--- src/rtl/d7_output_sequencer.sv ---
// d7_output_sequencer: accepts a binary value from the CPU output port and
// converts it to packed BCD with a serial double-dabble engine, one iteration
// per clock. It then presents the digits with bcd_valid high for HOLD_CYCLES.
module d7_output_sequencer #(
  parameter int WIDTH       = 32,
  parameter int DIGITS      = 8,
  parameter int HOLD_CYCLES = 16
) (
  input  logic                clk,
  input  logic                rst_n,
  input  logic                out_req,
  input  logic [WIDTH-1:0]    out_value,
  output logic                out_ack,
  output logic                busy,
  output logic [4*DIGITS-1:0] bcd_out,
  output logic                bcd_valid,
  output logic                overflow
);

  localparam int BW = 4 * DIGITS;
  localparam int SW = BW + WIDTH;
  localparam int IW = $clog2(WIDTH + 1);
  localparam int HW = $clog2(HOLD_CYCLES + 1);

  // Largest value that fits in DIGITS decimal digits (10^DIGITS - 1).
  function automatic logic [63:0] max_bcd_value();
    logic [63:0] p;
    p = 64'd1;
    for (int unsigned i = 0; i < DIGITS; i++) p = p * 64'd10;
    return p - 64'd1;
  endfunction

  localparam logic [63:0] MAX_VALUE = max_bcd_value();
  localparam logic [IW-1:0] LAST_ITER = IW'(WIDTH - 1);
  localparam logic [HW-1:0] HOLD_LAST = HW'(HOLD_CYCLES - 1);

  // One double-dabble iteration: add 3 to each BCD nibble >= 5, then shift left.
  function automatic logic [SW-1:0] dabble_step(input logic [SW-1:0] v);
    logic [SW-1:0] t;
    t = v;
    for (int unsigned d = 0; d < DIGITS; d++) begin
      if (t[WIDTH + 4*d +: 4] >= 4'd5)
        t[WIDTH + 4*d +: 4] = t[WIDTH + 4*d +: 4] + 4'd3;
    end
    return {t[SW-2:0], 1'b0};
  endfunction

  typedef enum logic [1:0] {IDLE, CONV, SHOW} state_t;

  state_t          state, state_nxt;
  logic [SW-1:0]   sr, sr_nxt, sr_step;
  logic [IW-1:0]   iter, iter_nxt;
  logic [HW-1:0]   hold, hold_nxt;
  logic            ovf_pend, ovf_pend_nxt;
  logic [BW-1:0]   bcd_out_nxt;
  logic            bcd_valid_nxt, out_ack_nxt, busy_nxt, overflow_nxt;
  logic            accept;

  // State and output registers; reset aborts any conversion in flight.
  always_ff @(posedge clk or negedge rst_n) begin
    if (!rst_n) begin
      state     <= IDLE;
      sr        <= '0;
      iter      <= '0;
      hold      <= '0;
      ovf_pend  <= 1'b0;
      bcd_out   <= '0;
      bcd_valid <= 1'b0;
      out_ack   <= 1'b0;
      busy      <= 1'b0;
      overflow  <= 1'b0;
    end else begin
      state     <= state_nxt;
      sr        <= sr_nxt;
      iter      <= iter_nxt;
      hold      <= hold_nxt;
      ovf_pend  <= ovf_pend_nxt;
      bcd_out   <= bcd_out_nxt;
      bcd_valid <= bcd_valid_nxt;
      out_ack   <= out_ack_nxt;
      busy      <= busy_nxt;
      overflow  <= overflow_nxt;
    end
  end

  // Next-state logic: conversion steps, hold countdown, and request acceptance.
  always_comb begin
    state_nxt     = state;
    sr_nxt        = sr;
    iter_nxt      = iter;
    hold_nxt      = hold;
    ovf_pend_nxt  = ovf_pend;
    bcd_out_nxt   = bcd_out;
    bcd_valid_nxt = bcd_valid;
    out_ack_nxt   = 1'b0;
    busy_nxt      = busy;
    overflow_nxt  = overflow;
    sr_step       = dabble_step(sr);
    accept        = out_req && (state == IDLE || state == SHOW);

    case (state)
      CONV: begin
        sr_nxt   = sr_step;
        iter_nxt = iter + 1'b1;
        if (iter == LAST_ITER) begin
          bcd_out_nxt   = ovf_pend ? '1 : sr_step[SW-1 -: BW];
          overflow_nxt  = ovf_pend;
          bcd_valid_nxt = 1'b1;
          busy_nxt      = 1'b0;
          hold_nxt      = HOLD_LAST;
          state_nxt     = SHOW;
        end
      end
      SHOW: begin
        if (hold == '0) begin
          bcd_valid_nxt = 1'b0;
          state_nxt     = IDLE;
        end else begin
          hold_nxt = hold - 1'b1;
        end
      end
      default: ;
    endcase

    // A request in IDLE or SHOW overrides the state-specific updates above.
    if (accept) begin
      sr_nxt        = {{BW{1'b0}}, out_value};
      iter_nxt      = '0;
      ovf_pend_nxt  = 64'(out_value) > MAX_VALUE;
      out_ack_nxt   = 1'b1;
      busy_nxt      = 1'b1;
      bcd_valid_nxt = 1'b0;
      state_nxt     = CONV;
    end
  end

endmodule

--- config.mk ---
export PLATFORM = sky130hd
export DESIGN_NAME = d7_output_sequencer
export DESIGN_NICKNAME = d
export VERILOG_FILES = /design/src/rtl/d7_output_sequencer.sv
export SDC_FILE = /design/constraint.sdc
export NUM_CORES = 1
export LEC_CHECK = 0
export CAP_MARGIN = 20
export CORE_MARGIN = 10
export CORE_UTILIZATION = 60
export CTS_CLUSTER_DIAMETER = 40
export DETAILED_ROUTE_END_ITERATION = 16
export GPL_ROUTABILITY_DRIVEN = 0
export GPL_TIMING_DRIVEN = 0
export PLACE_DENSITY = 0.95
export SLEW_MARGIN = 25
export SYNTH_ARGS = -nofsm -noshare
export SYNTH_HDL_FRONTEND = slang
export SYNTH_SLANG_ARGS = --single-unit
--- constraint.sdc ---
create_clock -name clk -period 4.6 [get_ports clk]
set_input_delay 1.38 -clock clk [delete_from_list [all_inputs] [get_ports clk]]
set_output_delay 1.38 -clock clk [all_outputs]
set_load 0.02 [all_outputs]
==> impl_metrics.py, run 1 <==
metrics = {
    "status": {
        "status": "finished, final reports clean",
    },
    "routing": {
        "drt_pre_antenna_iters": 7,
        "vias": 4808,
        "antenna_violating_nets_post_route": 0,
        "detail_route.vias_per_cell": 6.24,
        "wl_per_cell_um": 19.6,
        "postRouteWirelength_um": 15100,
        "detail_route.iter0.violations": 500,
        "drcViolationCount": 0,
    },
    "synth": {
        "post-synth-top-area-cell": "dfrtp_1",
        "synthesis.area_um2": 5560,
        "synth_enable_flop_cells": 0,
        "postSynthAreaPerCell_um2": 9.99,
        "synth_commonest_cells": "dfrtp_1 (113), mux2i_1 (57), nand2_1 (55), o21ai_0 (55), nor2_1 (54)",
        "yosys_most_used_dff": "dfrtp_1",
        "yosys_warnings": 0,
        "syn_nets": 612,
        "synthArstFlopShare": 1.00,
        "synth.area.top_cells": "dfrtp_1 (51%), mux2i_1 (10%), o21ai_0 (5.0%)",
        "ys_types": 38,
        "share_of_yosys_cell_area_claimed_by_the_top_area_cell_type": 0.509,
        "synth-seq-cells": 113,
        "sequential_cell_area_fraction_in_the_yosys_report": 0.509,
        "yosys.cell_count.top_type": "dfrtp_1",
        "gate_count_after_technology_mapping": 556,
    },
    "final_layout": {
        "final_design_area_no_fill_um2": 6980,
        "post-route-util": 0.766,
        "synthToLayoutAreaGrowth_pct": 25.6,
        "nNetsFinal": 702,
        "drive_gt1_frac": 0.0744,
        "final-instance-count-excl-fill": 770,
        "diode_count": 0,
    },
    "floorplan": {
        "io_pins": 71,
        "area_enclosed_by_the_die_boundary_um2": 13500,
        "dieHeight_um": 116,
        "rows": 35,
        "floorplan.initialDensity": 0.610,
        "die_w_um": 116,
        "coreArea_um2": 9110,
    },
    "global_route": {
        "grt_max_degree": 81,
        "grt_first_pass_wirelength_um": 24800,
        "vias_in_the_first_global_route": 5105,
        "global_route.overflow_total": 0,
        "grt_use_total": 0.234,
        "antenna_found_initial": 0,
    },
    "critical_path": {
        "critical-path-top-delay-family": "buffers and inverters",
        "worst_path_largest_cell_delay_ps": 650,
        "worst-setup-path-type": "reg -> out",
        "worstPathMaxFanout": 4,
        "path_cells": "clkdlybuf4s50_1",
        "critical_path_arrival_ps": 1610,
        "required_ps": 3220,
        "crit_path_start_kind": "flip-flop",
        "timing.critical_path.buf_inv": 1,
        "critical_path.slowest_cell": "clkdlybuf4s50_1",
        "critical_path.endpoint_type": "output port",
    },
    "place": {
        "placed_area_um2": 6420,
        "instance_count_after_placement_with_tap_cells_included": 738,
        "detailedPlacementHpwl_um": 10000,
        "place.port_buffers": 70,
    },
    "clock_network": {
        "cts_root_buffer": "clkbuf_8",
        "hold_buffers": 0,
        "tritoncts.num_buffers": 17,
        "clk_transition_reported_paths_ps": 60,
        "post-cts-setup-buffers": 0,
        "cts_resized": 0,
        "tritoncts_clock_tree": "yes",
        "clk_latency_ps": 540,
        "htreeDepth": 4,
        "clock_path_buffers": 2,
        "numClockSinks": 113,
    },
    "timing": {
        "worst_slew_pin_slew_ps": 671,
        "worst_hold_slack_ps": 504,
        "fin_worst_skew_ps": 7.50,
        "setup_violations_final": 0,
        "period_needed_ps": 2990,
        "rsz0062_at_grt": "no",
        "hold_viol_final": 0,
        "timing.slew.headroom": 0.552,
        "min_period_over_period": 0.651,
        "drv_slew": 0,
        "max_freq_mhz": 334,
    },
    "pwr": {
        "pwr_density_cell_nw_per_um2": 607,
        "total_power_uw": 4230,
        "p_leak_uw": 0.00305,
        "worst_ir_drop_on_vdd_v": 0.000372,
    },
    "run": {
        "drv.max_cap_violation_count": 0,
    },
    "hold_path": {
        "min-delay-path-class": "reg -> reg",
    },
}
## path summary, 6_finish.rpt
path                                         start  slack, ps                      end  cells after the start
hold / removal             bcd_out[30]$_DFFE_PN0P_        500  bcd_out[30]$_DFFE_PN0P_                      1
hold reg to reg            bcd_out[30]$_DFFE_PN0P_        500  bcd_out[30]$_DFFE_PN0P_                      1
setup reg to reg             bcd_valid$_DFFE_PN0P_       2320  bcd_out[15]$_DFFE_PN0P_                      7
max in group asynchronous                    rst_n       3160       sr[38]$_DFFE_PN0P_                      2
min in group asynchronous                    rst_n        730  bcd_out[26]$_DFFE_PN0P_                      1
setup / recovery             bcd_valid$_DFFE_PN0P_       1610                bcd_valid                      1
## cells by family (layout without fill, tap and decap cells)
group                    Yosys count  in the layout  synth area share
AO/OA/AOI/OAI                    140            140             0.150
XOR/XNOR                          12             12            0.0189
multiplexers                      58             58             0.105
buffers and inverters             54            157            0.0390
AND/OR/NAND/NOR                  158            158             0.131
adder cells (fa/ha/maj)           21             21            0.0473
flip-flops                       113            113             0.509
## sequential cells by signal, summed over array words and instances, names as in the netlist
register,cells
bcd_out,32
bcd_valid,1
busy,1
hold,5
iter,6
out_ack,1
overflow,1
ovf_pend,1
sr,64
state,1
## layout by cell type, fill, tap and decap left out, drive strengths merged, types with 2 or more instances in the layout
cell / instances
clkbuf: 29
nand4: 4
inv: 27
nand3: 11
o21ai: 57
nand2b: 11
ha: 21
nor2: 54
xor2: 3
o22a: 23
dfrtp: 113
xnor2: 9
a21oi: 37
clkdlybuf4s50: 69
nor3: 8
nor3b: 7
nand4b: 2
or3: 2
clkinvlp: 6
nand2: 55
buf: 19
a31oi: 9
a211oi: 7
a22oi: 2
mux2i: 57
clkinv: 6
## layout make-up
class / count / area [µm²]
inverter: 25 / 93.8
fill: 582 / 2130
clock inverter: 15 / 138
tap: 111 / 139
buffer: 29 / 123
timing repair buffer: 71 / 729
multi-input combinational: 389 / 2510
clock buffer: 17 / 414
sequential: 113 / 2830
## routing by layer
metal | global-route usage | up-vias | share of wire
met2 | 0.403 | 252 | 0.50
met5 | 0 | - | 0
met4 | 0.112 | 0 | 0.030
li1 | - | 2145 | -
met3 | 0.0663 | 47 | 0.084
met1 | 0.260 | 2364 | 0.38
## report_power, final
group / total (µW) / internal, µW / switching, µW
logic: 1520 / 601 / 917
clock network: 1210 / 717 / 490
registers: 1510 / 1270 / 240
## metrics by stage
stage / TNS, ps / worst slack [ps]
finish: 0 / 1610
global route: 0 / 1570
CTS: 0 / 1610
detailed placement: 0 / 1380
global placement: -217350 / -1930
floorplan: 0 / 2060
(Power assumes the default switching activity.)
==> inputs of run 2 (changes only) <==
CORE_UTILIZATION = 56   (was 60)
PLACE_DENSITY = 0.92   (was 0.95)
clock period = 3 ns   (was 4.6 ns; I/O delays follow)
==> impl_metrics.py, run 2 (synthesis gave the netlist of run 1 again) <==
metrics = {
    "status": {
        "status": "finished, final reports clean",
    },
    "place": {
        "place.port_buffers": 70,
        "instance_count_after_placement_with_tap_cells_included": 760,
        "place_worst_setup_slack_ps": 298,
        "detailedPlacementHpwl_um": 10000,
    },
    "floorplan": {
        "die_w_um": 120,
        "rows": 36,
        "coreArea_um2": 9730,
        "area_enclosed_by_the_die_boundary_um2": 14300,
        "io_pins": 71,
        "dieHeight_um": 120,
        "floorplan.initialDensity": 0.571,
    },
    "timing": {
        "setup_violations_final": 0,
        "final.setup.tns_ps": 0,
        "timing.slew.headroom": 0.550,
        "period_needed_ps": 2500,
        "fin_worst_skew_ps": 6.38,
        "rsz0062_at_grt": "no",
        "max_freq_mhz": 400,
        "min_period_over_period": 0.834,
        "drv_slew": 0,
        "fin_ws_ps": 499,
        "worst_slew_pin_slew_ps": 675,
        "worst_hold_slack_ps": 260,
        "hold_viol_final": 0,
    },
    "final_layout": {
        "largestRegisters": "sr (64), bcd_out (32), iter (6)",
        "final_cell_mix": "dfrtp_1 (113), clkdlybuf4s50_1 (69), mux2i_1 (57)",
        "largest_reg_flops": 64,
        "layout.cells.most_common": "dfrtp_1",
        "nNetsFinal": 702,
        "synthToLayoutAreaGrowth_pct": 27.7,
        "largest_register": "sr",
        "drive_gt1_frac": 0.0728,
        "diode_count": 0,
        "final-instance-count-excl-fill": 792,
    },
    "run": {
        "drv.max_cap_violation_count": 0,
    },
    "critical_path": {
        "crit_path_start_kind": "flip-flop",
        "worstPathMaxFanout": 4,
        "worst_path_largest_cell_delay_ps": 660,
        "critical_path.endpoint_type": "output port",
        "critical_path.slowest_cell": "clkdlybuf4s50_1",
        "timing.critical_path.buf_inv": 1,
        "path_cells": "clkdlybuf4s50_1",
        "rr_worst_depth": 7,
        "critical_path_arrival_ps": 1600,
        "critical_path_depth": 1,
        "worst-setup-path-type": "reg -> out",
        "required_ps": 2100,
        "critical-path-top-delay-family": "buffers and inverters",
    },
    "clock_network": {
        "numClockSinks": 113,
        "clk_latency_ps": 530,
        "post-cts-setup-buffers": 0,
        "cts_resized": 0,
        "htreeDepth": 4,
        "tritoncts.num_buffers": 17,
        "clock_path_buffers": 2,
        "cts_root_buffer": "clkbuf_8",
        "tritoncts_clock_tree": "yes",
        "clk_transition_reported_paths_ps": 60,
        "hold_buffers": 0,
    },
    "global_route": {
        "grt_max_degree": 81,
        "grt_first_pass_wirelength_um": 24600,
        "grt_use_total": 0.210,
        "antenna_found_initial": 0,
        "global_route.overflow_total": 0,
        "vias_in_the_first_global_route": 5057,
    },
    "pwr": {
        "pwr_density_cell_nw_per_um2": 958,
        "worst_ir_drop_on_vdd_v": 0.000511,
        "p_leak_uw": 0.00311,
        "total_power_uw": 6800,
    },
    "routing": {
        "drcViolationCount": 0,
        "detail_route.vias_per_cell": 6.07,
        "antenna_violating_nets_post_route": 0,
        "drt_pre_antenna_iters": 5,
        "detail_route.iter0.violations": 394,
        "wl_per_cell_um": 18.9,
        "postRouteWirelength_um": 15000,
        "vias": 4806,
    },
    "hold_path": {
        "min-delay-path-class": "in -> async",
    },
}
-- run 2: cell count changes in the layout (fill, tap and decap cells not counted) --
cell,previous run,this run
bufinv_16,1,5
clkbuf_1,12,13
clkinv_2,2,5
clkinvlp_4,6,1
clkinv_4,4,0
clkbuf_8,1,4
inv_6,2,0
-- run 2: final timing paths --
path	startpoint	endpoint	slack, ps
min in group clk	bcd_out[8]$_DFFE_PN0P_	bcd_out[8]$_DFFE_PN0P_	500
max reg2reg	bcd_valid$_DFFE_PN0P_	bcd_out[31]$_DFFE_PN0P_	680
max	bcd_valid$_DFFE_PN0P_	bcd_valid	500
min reg2reg	bcd_out[8]$_DFFE_PN0P_	bcd_out[8]$_DFFE_PN0P_	500
min	rst_n	bcd_out[25]$_DFFE_PN0P_	260
max in group asynchronous	rst_n	iter[2]$_DFFE_PN0P_	2050
-- run 2: area by class of cell --
type | instances | area (µm²)
plain buffers | 29 | 123
clock buffers | 21 | 459
clock inverters | 11 | 183
fillers | 663 | 2640
inverters | 25 | 93.8
multi-input cells | 389 | 2510
flip-flops and latches | 113 | 2830
well taps | 133 | 166
repair buffers | 71 | 729
-- run 2: per-layer routing --
metal	routed length, µm	global-route usage	vias to the layer above
li1	-	-	2131
met1	5710	0.241	2361
met2	7500	0.356	273
met3	1400	0.0652	41
met4	359	0.0897	0
met5	0	0	-
-- run 2: report_power, final --
group	switching, µW	internal [µW]	total, µW	leakage (µW)
Clock	700	1490	2190	0.000317
Sequential	366	1940	2310	0.00147
Combinational	1380	923	2300	0.00132
-- run 2: through the flow --
| stage | utilization | cell area [µm²] |
|---|---|---|
| finish | 0.729 | 7090 |
| global route | 0.729 | 7090 |
| CTS | 0.729 | 7090 |
| detailed placement | 0.663 | 6450 |
| global placement | 0.660 | 6420 |
| floorplan | - | 5560 |
==> inputs of run 3 (changes only) <==
clock period = 2.4 ns   (was 3 ns; I/O delays follow)
==> impl_metrics.py, run 3 (synthesis gave the netlist of run 1 again) <==
metrics = {
    "status": {
        "status": "finished, final reports clean",
    },
    "timing": {
        "setup_violations_final": 0,
        "hold_viol_final": 0,
        "period_needed_ps": 2320,
        "min_period_over_period": 0.968,
        "fin_worst_skew_ps": 7.02,
        "max_freq_mhz": 431,
        "worst_slew_pin_slew_ps": 675,
        "timing.slew.headroom": 0.550,
        "rsz0062_at_grt": "no",
        "drv_slew": 0,
    },
    "critical_path": {
        "crit_path_start_kind": "flip-flop",
        "required_ps": 1680,
        "critical_path_arrival_ps": 1600,
        "worst_path_largest_cell_delay_ps": 660,
        "timing.critical_path.buf_inv": 1,
        "path_cells": "clkdlybuf4s50_1",
        "rr_worst_depth": 9,
        "critical_path.slowest_cell": "clkdlybuf4s50_1",
        "critical_path_depth": 1,
        "worst_setup_path_startpoint": "bcd_valid$_DFFE_PN0P_",
        "critical-path-top-delay-family": "buffers and inverters",
        "rr_startpoint": "bcd_valid$_DFFE_PN0P_",
        "worst-setup-path-type": "reg -> out",
        "critical_path.endpoint_type": "output port",
        "worstPathMaxFanout": 4,
    },
    "clock_network": {
        "clk_transition_reported_paths_ps": 60,
        "htreeDepth": 4,
        "tritoncts_clock_tree": "yes",
        "numClockSinks": 113,
        "hold_buffers": 0,
        "cts_root_buffer": "clkbuf_8",
        "clk_latency_ps": 530,
        "tritoncts.num_buffers": 17,
        "clock_path_buffers": 2,
    },
    "global_route": {
        "grt_use_total": 0.210,
        "grt_first_pass_wirelength_um": 24600,
        "grt_max_degree": 81,
        "antenna_found_initial": 0,
        "vias_in_the_first_global_route": 5057,
        "global_route.overflow_total": 0,
    },
    "final_layout": {
        "synthToLayoutAreaGrowth_pct": 27.7,
        "largestRegisters": "sr (64), bcd_out (32), iter (6)",
        "post-route-util": 0.729,
        "largest_register": "sr",
        "final_cell_mix": "dfrtp_1 (113), clkdlybuf4s50_1 (69), mux2i_1 (57)",
        "drive_gt1_frac": 0.0744,
        "largest_reg_flops": 64,
        "layout.cells.most_common": "dfrtp_1",
        "nNetsFinal": 702,
        "diode_count": 0,
    },
    "floorplan": {
        "dieHeight_um": 120,
        "area_enclosed_by_the_die_boundary_um2": 14300,
        "floorplan.initialDensity": 0.571,
        "coreArea_um2": 9730,
        "die_w_um": 120,
        "io_pins": 71,
        "rows": 36,
    },
    "routing": {
        "drt_pre_antenna_iters": 5,
        "postRouteWirelength_um": 15000,
        "antenna_violating_nets_post_route": 0,
        "drcViolationCount": 0,
        "vias": 4778,
        "detail_route.iter0.violations": 394,
        "wl_per_cell_um": 19.0,
        "detail_route.vias_per_cell": 6.03,
    },
    "pwr": {
        "total_power_uw": 8510,
        "pwr_density_cell_nw_per_um2": 1200,
        "p_leak_uw": 0.00311,
        "worst_ir_drop_on_vdd_v": 0.000639,
    },
    "place": {
        "detailedPlacementHpwl_um": 10000,
        "place.port_buffers": 70,
    },
    "hold_path": {
        "min-delay-path-class": "in -> async",
    },
    "run": {
        "drv.max_cap_violation_count": 0,
    },
}
[run 3: power breakdown]
group	internal, µW	switching (µW)
logic	1150	1720
clock network	1860	878
registers	2430	460
total	5450	3060
[run 3: final cells by class]
class,instances,area (µm²)
fillers,664,2630
inverters,25,93.8
well taps,133,166
clock buffers,21,459
repair buffers,71,729
clock inverters,11,183
flip-flops and latches,113,2830
multi-input cells,389,2510
plain buffers,29,124
[run 3: final timing paths]
| check | end | slack, ps |
|---|---|---|
| worst max-delay path | bcd_valid | 80 |
| worst min-delay path | bcd_out[25]$_DFFE_PN0P_ | 80 |
| worst max register to register | bcd_out[10]$_DFFE_PN0P_ | 130 |
| worst min register to register | bcd_out[8]$_DFFE_PN0P_ | 510 |
| max in group asynchronous | bcd_out[14]$_DFFE_PN0P_ | 1620 |
| min in group clk | bcd_out[8]$_DFFE_PN0P_ | 510 |
[run 3: per-layer routing]
| layer | vias to the layer above | wire, µm | GRT usage |
|---|---|---|---|
| met5 | - | 0 | 0 |
| met4 | 0 | 336 | 0.0897 |
| met3 | 35 | 1400 | 0.0652 |
| met2 | 268 | 7580 | 0.356 |
| met1 | 2347 | 5730 | 0.241 |
| li1 | 2128 | - | - |
[run 3: metrics by stage]
| stage | hold slack (ps) | area, µm² | std cells | setup TNS (ps) | setup WS, ps |
|---|---|---|---|---|---|
| 2_1_floorplan | 424 | 5560 | 556 | 0 | 522 |
| 3_3_place_gp | 472 | 6420 | 759 | -391980 | -3460 |
| 3_5_place_dp | 493 | 6450 | 760 | -2690 | -122 |
| 4_1_cts | 77.0 | 7090 | 792 | 0 | 66.1 |
| 5_1_grt | 97.0 | 7100 | 792 | 0 | 46.6 |
| 6_report | 80.2 | 7100 | 792 | 0 | 77.8 |
[run 3: timing repair]
item	CTS	global route
endpoints found under the setup margin	0	3
resized for setup	0	2
setup buffers	0	0
[run 3: worst reg2reg max path: stages (launching register included)]
cell and delay, ps:
dfrtp_1 430, inv_1 130, ha_1 150, buf_2 170
inv_2 150, nor3_4 400, nand2b_1 110, buf_2 190
buf_2 220, o22a_1 210
